==> config.mk <==
export PLATFORM = sky130hd
export DESIGN_NAME = if_fetch_unit
export DESIGN_NICKNAME = d
export VERILOG_FILES = /design/src/rtl/if_fetch_unit.sv
export SDC_FILE = /design/constraint.sdc
export NUM_CORES = 1
export LEC_CHECK = 0
export ABC_AREA = 1
export BUFFER_PORTS_ARGS = -buffer_cell sky130_fd_sc_hd__buf_2
export CAP_MARGIN = 20
export CORE_ASPECT_RATIO = 0.6
export CORE_MARGIN = 2
export CORE_UTILIZATION = 60
export DETAILED_ROUTE_END_ITERATION = 8
export PLACE_DENSITY = 0.85
export SYNTH_ARGS = -nofsm -noshare
export SYNTH_HDL_FRONTEND = slang
export SYNTH_SLANG_ARGS = --single-unit
==> constraint.sdc <==
create_clock -name clk_i -period 4.36 [get_ports clk_i]
set_input_delay 0.218 -clock clk_i [delete_from_list [all_inputs] [get_ports clk_i]]
set_output_delay 0.218 -clock clk_i [all_outputs]
set_load 0.02 [all_outputs]
==> src/rtl/if_fetch_unit.sv <==
// Instruction-fetch stage: owns the PC, runs the imem request/ready handshake and
// presents {pc, instr} to the IF/ID register through a slot + skid buffer.
module if_fetch_unit #(
   parameter logic [31:0] RESET_PC = 32'h0000_0000,
   parameter logic [31:0] PC_STEP  = 32'd4
) (
   input  logic        clk_i,
   input  logic        rst_i,
   input  logic        stall_i,
   input  logic        branch_i,
   input  logic [31:0] branch_target_i,
   output logic        imem_req_o,
   output logic [31:0] imem_addr_o,
   input  logic        imem_ready_i,
   input  logic [31:0] imem_data_i,
   output logic [31:0] pc_o,
   output logic [31:0] instr_o,
   output logic        valid_o,
   output logic        flush_o
);

   typedef enum logic [1:0] {
      IDLE  = 2'd0,
      FETCH = 2'd1,
      FULL  = 2'd2,
      DRAIN = 2'd3
   } state_t;

   state_t      state_q, state_d;
   logic [31:0] pc_q, pc_d;
   logic [31:0] drain_addr_q, drain_addr_d;
   logic        slot_valid_q, slot_valid_d;
   logic [31:0] slot_pc_q, slot_pc_d;
   logic [31:0] slot_instr_q, slot_instr_d;
   logic        skid_valid_q, skid_valid_d;
   logic [31:0] skid_pc_q, skid_pc_d;
   logic [31:0] skid_instr_q, skid_instr_d;
   logic        flush_q, flush_d;

   logic        consume;
   logic        accept;

   assign imem_req_o = (state_q == FETCH) || (state_q == DRAIN);
   assign consume    = slot_valid_q & ~stall_i;
   assign accept     = imem_req_o & imem_ready_i;

   always_comb begin
      imem_addr_o = '0;
      case (state_q)
         FETCH:   imem_addr_o = pc_q;
         DRAIN:   imem_addr_o = drain_addr_q;
         default: imem_addr_o = '0;
      endcase
   end

   always_comb begin
      state_d      = state_q;
      pc_d         = pc_q;
      drain_addr_d = drain_addr_q;
      slot_valid_d = slot_valid_q;
      slot_pc_d    = slot_pc_q;
      slot_instr_d = slot_instr_q;
      skid_valid_d = skid_valid_q;
      skid_pc_d    = skid_pc_q;
      skid_instr_d = skid_instr_q;
      flush_d      = branch_i;

      if (branch_i) begin
         // Redirect wins over everything; an unaccepted request must still be drained.
         pc_d         = branch_target_i;
         slot_valid_d = 1'b0;
         skid_valid_d = 1'b0;
         case (state_q)
            FETCH: begin
               if (accept) begin
                  state_d = FETCH;
               end else begin
                  state_d      = DRAIN;
                  drain_addr_d = pc_q;
               end
            end
            DRAIN:   state_d = imem_ready_i ? FETCH : DRAIN;
            default: state_d = FETCH;
         endcase
      end else begin
         case (state_q)
            IDLE: state_d = FETCH;
            FETCH: begin
               if (accept) begin
                  pc_d = pc_q + PC_STEP;
                  if (!slot_valid_q || consume) begin
                     slot_valid_d = 1'b1;
                     slot_pc_d    = pc_q;
                     slot_instr_d = imem_data_i;
                  end else begin
                     skid_valid_d = 1'b1;
                     skid_pc_d    = pc_q;
                     skid_instr_d = imem_data_i;
                     state_d      = FULL;
                  end
               end else if (consume) begin
                  slot_valid_d = 1'b0;
               end
            end
            FULL: begin
               if (consume) begin
                  slot_valid_d = skid_valid_q;
                  slot_pc_d    = skid_pc_q;
                  slot_instr_d = skid_instr_q;
                  skid_valid_d = 1'b0;
                  state_d      = FETCH;
               end
            end
            DRAIN: begin
               if (imem_ready_i) begin
                  state_d = FETCH;
               end
            end
            default: state_d = IDLE;
         endcase
      end
   end

   always_ff @(posedge clk_i) begin
      if (!rst_i) begin
         state_q      <= IDLE;
         pc_q         <= RESET_PC;
         drain_addr_q <= '0;
         slot_valid_q <= 1'b0;
         slot_pc_q    <= '0;
         slot_instr_q <= '0;
         skid_valid_q <= 1'b0;
         skid_pc_q    <= '0;
         skid_instr_q <= '0;
         flush_q      <= 1'b0;
      end else begin
         state_q      <= state_d;
         pc_q         <= pc_d;
         drain_addr_q <= drain_addr_d;
         slot_valid_q <= slot_valid_d;
         slot_pc_q    <= slot_pc_d;
         slot_instr_q <= slot_instr_d;
         skid_valid_q <= skid_valid_d;
         skid_pc_q    <= skid_pc_d;
         skid_instr_q <= skid_instr_d;
         flush_q      <= flush_d;
      end
   end

   assign pc_o    = slot_pc_q;
   assign instr_o = slot_instr_q;
   assign valid_o = slot_valid_q;
   assign flush_o = flush_q;

endmodule

==> out/metrics.cfg, run 1 <==
[synthesis]
yosys_warnings=0
synth_ff_type=dfxtp_1
compound_cell_area_share_of_the_yosys_netlist=0.2393
synth_area_mm2=0.008702
post-synth-top-area-cell=dfxtp_1
fraction_of_synthesized_cell_area_in_xor_and_xnor_cells=0.007045
synthAdderAreaFrac=0.005751
syn-instance-count=1213
synthMostInstantiatedCell=nand2_1
largest_family_of_logic_cells_by_synthesized_area=compound AO/OA/AOI/OAI gates
synth_edf_count=0
sequential_share_of_the_synthesized_area=0.4532
yosysUniqueCellTypes=33
synthTopCellsByCount=nand2_1, dfxtp_1, o21ai_0
synth_area_per_cell_um2=7.174
synth_area_leaders=dfxtp_1, nand2_1, o21ai_0
post_synth_mux_area_share=0
postSynth.asyncResetShare=0
synth_nets=1286
netlist.area_leader.share=0.4532
synth-seq-cells=197
post_synth_and_or_nand_nor_area_fraction=0.1991

[timing]
post-route-worst-setup-slack_ps=1368
finalMaxSlewViolations=0
unrepaired_setup_endpoints_after_global_routing=false
timing.setup.tns_ps=0
maxClockFrequency_mhz=334.3
fin_crit_ps=2992
max_slew.worst_pin.slew_ps=919.8
finalHoldViolations=0
fin_hold_ws_ps=22.17
final_setup_violation_count=0
fin_skew_ps=9.931
finalCritPeriodShare=0.6861
max_slew_margin=0.3861

[place]
detailed_place.area_mm2=0.009449
dp_worst_setup_slack_ps=1441
hpwl_mm=17.24
globalplace.congestion=0.9340
buffers_added_on_ports=167

[setup_path]
timing.critical_path.to_type=flip-flop
worst_ep_arrival_time_ps=3350
cp.buffers_inverters=4
worst_r2r_startpoint=state_q[1]$_SDFFE_PN0P_
crit_path_cell_trace=inv_1 -> ha_1 -> inv_2 -> nor2_1 -> nor3_2 -> nand2_1 -> clkinv_2 -> buf_12 -> o21ai_0 -> a31oi_1
critical_path_peak_fanout=68
worst-setup-path-type=flip-flop to flip-flop
setup.reg_to_reg.worst_slack_ps=1370
timing.critical_path.slowest_stage_cell=clkinv_2
timing.critical_path.required_ps=4720
worst_setup_path_start_kind=flip-flop
reg2regPathDepth=10
cp_slowest_stage_delay_ps=630
reg2reg_to=pc_o[1]$_SDFFE_PN0P_
critical_path.top_delay_family=buffers and inverters
crit_cells=10

[global_route]
grt_antenna_before_repair=0
global_route.overflow_total=0
grt_pass1_wl_mm=41.52
grt_pass1_vias=7915
grt_max_degree=82
track_usage=0.3336

[routing]
drcViolationCount=0
drtPass1Iterations=6
routed_wire_length_per_instance_um=16.95
viasPerCell=5.787
routed_wl_mm=26.05
final_antenna_net_count=0
drt_iter0_markers=917
via_count=8894

[cts]
cts.clk_slew.worst_paths_ps=80
postcts_resize_cnt=0
tritoncts=yes
cts.repair_timing.setup_buffer_count=0
clock_latency_reported_for_the_late_side_of_the_worst_skew_pair_ps=430
cts-root-buf=clkbuf_16
cts_buffers=17
cts_max_path_buffers=2
htree_num_levels=4
clock-sinks=197

[floorplanning]
die_area_mm2=0.01551
ios=168
initial_utilization=0.6070
floorplan.rows=34
fp.coreArea_mm2=0.01434
die_width_um=159.5
fp.dieH_um=97.29

[worst_hold_path]
timing.hold.worst_path_depth=3
timing.hold.worst.start=imem_data_i[25]
timing.hold.worst_endpoint=skid_instr_q[25]$_SDFFE_PN0P_
holdCritPathClass=primary input to flip-flop

[finish]
layout.cell_area.non_filler_mm2=0.01010
drive_above_1_share=0.1740
syn_to_final_growth_pct=16.02
final_net_count=1400
n_antenna_cell=0
fillCellCount=1217

[power]
vdd.ir_drop.worst_v=0.0002258
power_density_mw_per_mm2=412.4
p_leak_nw=4.242

[status]
outcome=complete, no violations

[flow_run]
max-cap-violations=0

cell families (layout without fill, tap and decap cells):
family	count (synthesis)	in the layout
DFF	197	197
buffers and inverters	193	319
and+or+nand+nor	426	426
xor gates and xnor gates	7	7
AOI/OAI and AO/OA	386	386
adders and majority gates	4	4
worst reg2reg max path: cells and delay by family (launching register included):
family          cells  cell delay, ps
compound gates      2             350
fa+ha+maj           1             210
buf+inv             4            1500
flops               1             390
simple gates        3             470
state kept, by name, indices dropped and copies added (netlist names):
name	count
skid_pc_q	32
pc_q	32
pc_o	32
drain_addr_q	32
skid_valid_q	1
valid_o	1
state_q	2
flush_o	1
instr_o	32
skid_instr_q	32
routing by layer:
metal,part of all wire,GRT usage,vias up
li1,-,-,4271
met1,0.46,0.5158,4066
met2,0.39,0.4562,522
met3,0.14,0.09219,35
met4,0.013,0.07483,0
met5,0,0,-
final cells by class:
type                            count  area [µm²]  share of cell area
Sequential cell                   197        3944              0.3906
Multi-Input combinational cell    823        3929              0.3891
Timing Repair Buffer              177       975.9             0.09667
Clock buffer                       19       432.9             0.04288
Inverter                          111       420.4             0.04164
Tap cell                          198       247.7             0.02454
Clock inverter                     12       146.4             0.01450
worst max-delay path by stage:
stage | start | endpoint | slack (ps)
after floorplan | state_q[0]$_SDFFE_PN0P_ | imem_addr_o[0] | 2720
after global placement | state_q[1]$_SDFFE_PN0P_ | pc_o[1]$_SDFFE_PN0P_ | 1530
after detailed placement | state_q[1]$_SDFFE_PN0P_ | instr_o[30]$_SDFFE_PN0P_ | 1440
after CTS | state_q[1]$_SDFFE_PN0P_ | pc_o[1]$_SDFFE_PN0P_ | 1400
after global routing | state_q[1]$_SDFFE_PN0P_ | pc_o[6]$_SDFFE_PN0P_ | 1160
final | state_q[1]$_SDFFE_PN0P_ | pc_o[1]$_SDFFE_PN0P_ | 1370
where the power goes:
part	internal [W]	total, W	switching, W	leakage (nW)
logic	0.000186	0.000601	0.000415	2.36
clock network	0.000856	0.00158	0.000724	0.273
registers	0.00190	0.00198	0.0000790	1.61
repair_timing:
action                                 CTS  global route
setup endpoints to repair                0             0
hold buffers                             2             0
endpoints found under the hold margin    2             0
layout by cell type (no fill, tap or decap), types with 7 or more instances in the layout:
master	synthesis	final
xor2_1	7	7
nor2_1	98	98
clkbuf_16	0	17
inv_2	8	7
a21oi_1	88	88
o21ai_0	131	131
o21ai_1	59	59
nand3_1	33	33
inv_1	102	102
a31oi_1	73	73
nand2_1	270	270
buf_2	23	166
nor2_2	9	9
o22ai_1	29	29
dfxtp_1	197	197
through the flow:
step	utilization	std cells	power, W
6_report	0.7042	1537	0.004163
5_1_grt	0.7042	1537	0.004312
3_5_place_dp	0.6591	1502	0.002600
4_1_cts	0.7009	1535	0.004151
2_1_floorplan	-	1213	0.002399
3_3_place_gp	0.6591	1502	0.002587
Power figures use the tool's default switching activity.
==> inputs of run 2 (changes only) <==
--- a/config.mk
+++ b/config.mk
@@ -10,9 +10,9 @@
 export CAP_MARGIN = 20
 export CORE_ASPECT_RATIO = 0.6
 export CORE_MARGIN = 2
-export CORE_UTILIZATION = 60
+export CORE_UTILIZATION = 55
 export DETAILED_ROUTE_END_ITERATION = 8
-export PLACE_DENSITY = 0.85
+export PLACE_DENSITY = 0.78
 export SYNTH_ARGS = -nofsm -noshare
 export SYNTH_HDL_FRONTEND = slang
 export SYNTH_SLANG_ARGS = --single-unit
==> constraint.sdc (replaced) <==
create_clock -name clk_i -period 2.9 [get_ports clk_i]
set_input_delay 0.145 -clock clk_i [delete_from_list [all_inputs] [get_ports clk_i]]
set_output_delay 0.145 -clock clk_i [all_outputs]
set_load 0.02 [all_outputs]
==> run 2 against run 1 <==
Cell count up 3.2%. Global-route usage decreased by 2.2 points. Die area up 8.8%. Critical path depth fell by 5. Flip-flop and latch count is the same. Setup slack worse by 830 ps. Sequential share of layout area down 1.6 points. Hold slack lost 8.2 ps. Routed wire length rose by 2.6%. Clock-buffer cell count unchanged. Non-clock buffer count rose by 43. First-iteration DRC count grew 0.33%.
==> out/metrics.cfg, run 2 (synthesis gave the netlist of run 1 again) <==
[status]
outcome=complete, no violations

[routing]
viasPerCell=5.626
via_count=8923
drcViolationCount=0
drt_iter0_markers=920
routed_wire_length_per_instance_um=16.86
drtPass1Iterations=5
routed_wl_mm=26.73
final_antenna_net_count=0

[setup_path]
crit_path_cell_trace=ha_1 -> inv_1 -> buf_4 -> o22ai_1 -> buf_2
reg2reg_to=skid_instr_q[21]$_SDFFE_PN0P_
timing.critical_path.to_type=output port
cp_slowest_stage_delay_ps=590
critical_path_peak_fanout=22
timing.critical_path.slowest_stage_cell=inv_1
worst_setup_path_start_kind=flip-flop
worst_r2r_startpoint=state_q[0]$_SDFFE_PN0P_
critical_path.top_delay_family=buffers and inverters
reg2regPathDepth=8
setup.reg_to_reg.worst_slack_ps=740
cp.buffers_inverters=3
worst-setup-path-type=flip-flop to output port
timing.critical_path.required_ps=2760
worst_ep_arrival_time_ps=2210

[cts]
cts.repair_timing.setup_buffer_count=0
cts.clk_slew.worst_paths_ps=80
cts_max_path_buffers=2
tritoncts=yes
cts_buffers=17
clock_latency_reported_for_the_late_side_of_the_worst_skew_pair_ps=430
cts-root-buf=clkbuf_16
postcts_resize_cnt=0
cts_hold_buffers=40
clock-sinks=197
htree_num_levels=4

[power]
vdd.ir_drop.worst_v=0.0004233
p_leak_nw=4.437
power_density_mw_per_mm2=603.5

[timing]
timing.setup.tns_ps=0
maxClockFrequency_mhz=424.3
finalMaxSlewViolations=0
finalCritPeriodShare=0.8128
finalHoldViolations=0
final_setup_violation_count=0
fin_skew_ps=14.27
max_slew.worst_pin.slew_ps=773.6
post-route-worst-setup-slack_ps=543.0
fin_crit_ps=2357
unrepaired_setup_endpoints_after_global_routing=false
max_slew_margin=0.4837

[global_route]
grt.met2_usage=0.4224
grt_pass1_vias=7783
global_route.overflow_total=0
grt_pass1_wl_mm=41.72
track_usage=0.3120
grt.met3_usage=0.1075
gr-max-usage-layer=met1
grt_antenna_before_repair=0
met1_usage_grt=0.4785
grt_max_degree=83

[floorplanning]
die_area_mm2=0.01688
fp.coreArea_mm2=0.01541
initial_utilization=0.5645
die_width_um=166.4
fp.dieH_um=101.4
floorplan.rows=35
ios=168

[worst_hold_path]
timing.hold.worst_endpoint=pc_q[17]$_SDFFE_PN0P_
timing.hold.worst_path_depth=3
timing.hold.worst.start=branch_target_i[17]
holdCritPathClass=primary input to flip-flop

[finish]
final_net_count=1443
multi_input_comb_area_mm2=0.003929
drive_above_1_share=0.1735
regArea_mm2=0.003944
fillCellCount=1335
most_common_cell_after_layout_fill_and_taps_aside=nand2_1
final_cell_mix=nand2_1, dfxtp_1, buf_2, o21ai_0, inv_1
n_antenna_cell=0
syn_to_final_growth_pct=21.05

[place]
hpwl_mm=17.79
globalplace.congestion=0.9764
buffers_added_on_ports=167
dp_worst_setup_slack_ps=810.5

[flow_run]
max-cap-violations=0

-- run 2: changes by cell type in the layout (fill, tap and decap cells not counted), moves of 2 or more --
| cell | previous run | this run |
|---|---|---|
| buf_4 | 5 | 10 |
| clkinv_4 | 3 | 1 |
| clkinv_8 | 0 | 2 |
| dlygate4sd3_1 | 2 | 40 |
| inv_8 | 1 | 4 |
-- run 2: how the worst max path moves through the flow --
stage / start / end / slack, ps / cells after the start
after CTS: state_q[0]$_SDFFE_PN0P_ / imem_addr_o[19] / 570 / 5
after detailed placement: state_q[0]$_SDFFE_PN0P_ / pc_o[6]$_SDFFE_PN0P_ / 810 / 9
after global placement: state_q[0]$_SDFFE_PN0P_ / pc_o[6]$_SDFFE_PN0P_ / 860 / 9
after global routing: state_q[0]$_SDFFE_PN0P_ / imem_addr_o[19] / 470 / 5
after floorplan: state_q[0]$_SDFFE_PN0P_ / imem_addr_o[0] / 1330 / 5
final: state_q[0]$_SDFFE_PN0P_ / imem_addr_o[19] / 540 / 5
-- run 2: tightest hold or removal path: cells and delay by family --
kind            cells  cell delay, ps
simple gates        1              70
buf+inv             1             100
compound gates      1              80
-- run 2: metal layers --
metal | up-vias | routed length [µm]
li1 | 4369 | -
met1 | 4098 | 12790
met2 | 442 | 10310
met3 | 14 | 3486
met4 | 0 | 149
met5 | - | 0
-- run 2: report_power, final --
group,switching (W),internal [W],leakage [nW]
combinational,0.000636,0.000323,2.54
clock,0.00116,0.00126,0.288
sequential,0.000117,0.00286,1.61
total,0.00191,0.00444,4.44
-- run 2: stage by stage --
step           total power (W)  area (µm²)  hold WS [ps]  utilization  instances
5_1_grt               0.006591       10530         13.22       0.6834       1586
6_report              0.006357       10530         13.98       0.6834       1586
3_3_place_gp          0.003914        9533         353.9       0.6184       1514
2_1_floorplan         0.003607        8702         255.4            -       1213
4_1_cts               0.006344       10530         5.686       0.6834       1586
3_5_place_dp          0.003929        9533         366.6       0.6184       1514
-- run 2: final cells by class --
| type | count | share of cell area |
|---|---|---|
| well taps | 203 | 0.02411 |
| multi-input cells | 823 | 0.3730 |
| flip-flops and latches | 197 | 0.3744 |
| clock inverters | 13 | 0.01497 |
| repair buffers | 220 | 0.1316 |
| inverters | 111 | 0.03991 |
| clock buffers | 19 | 0.04205 |
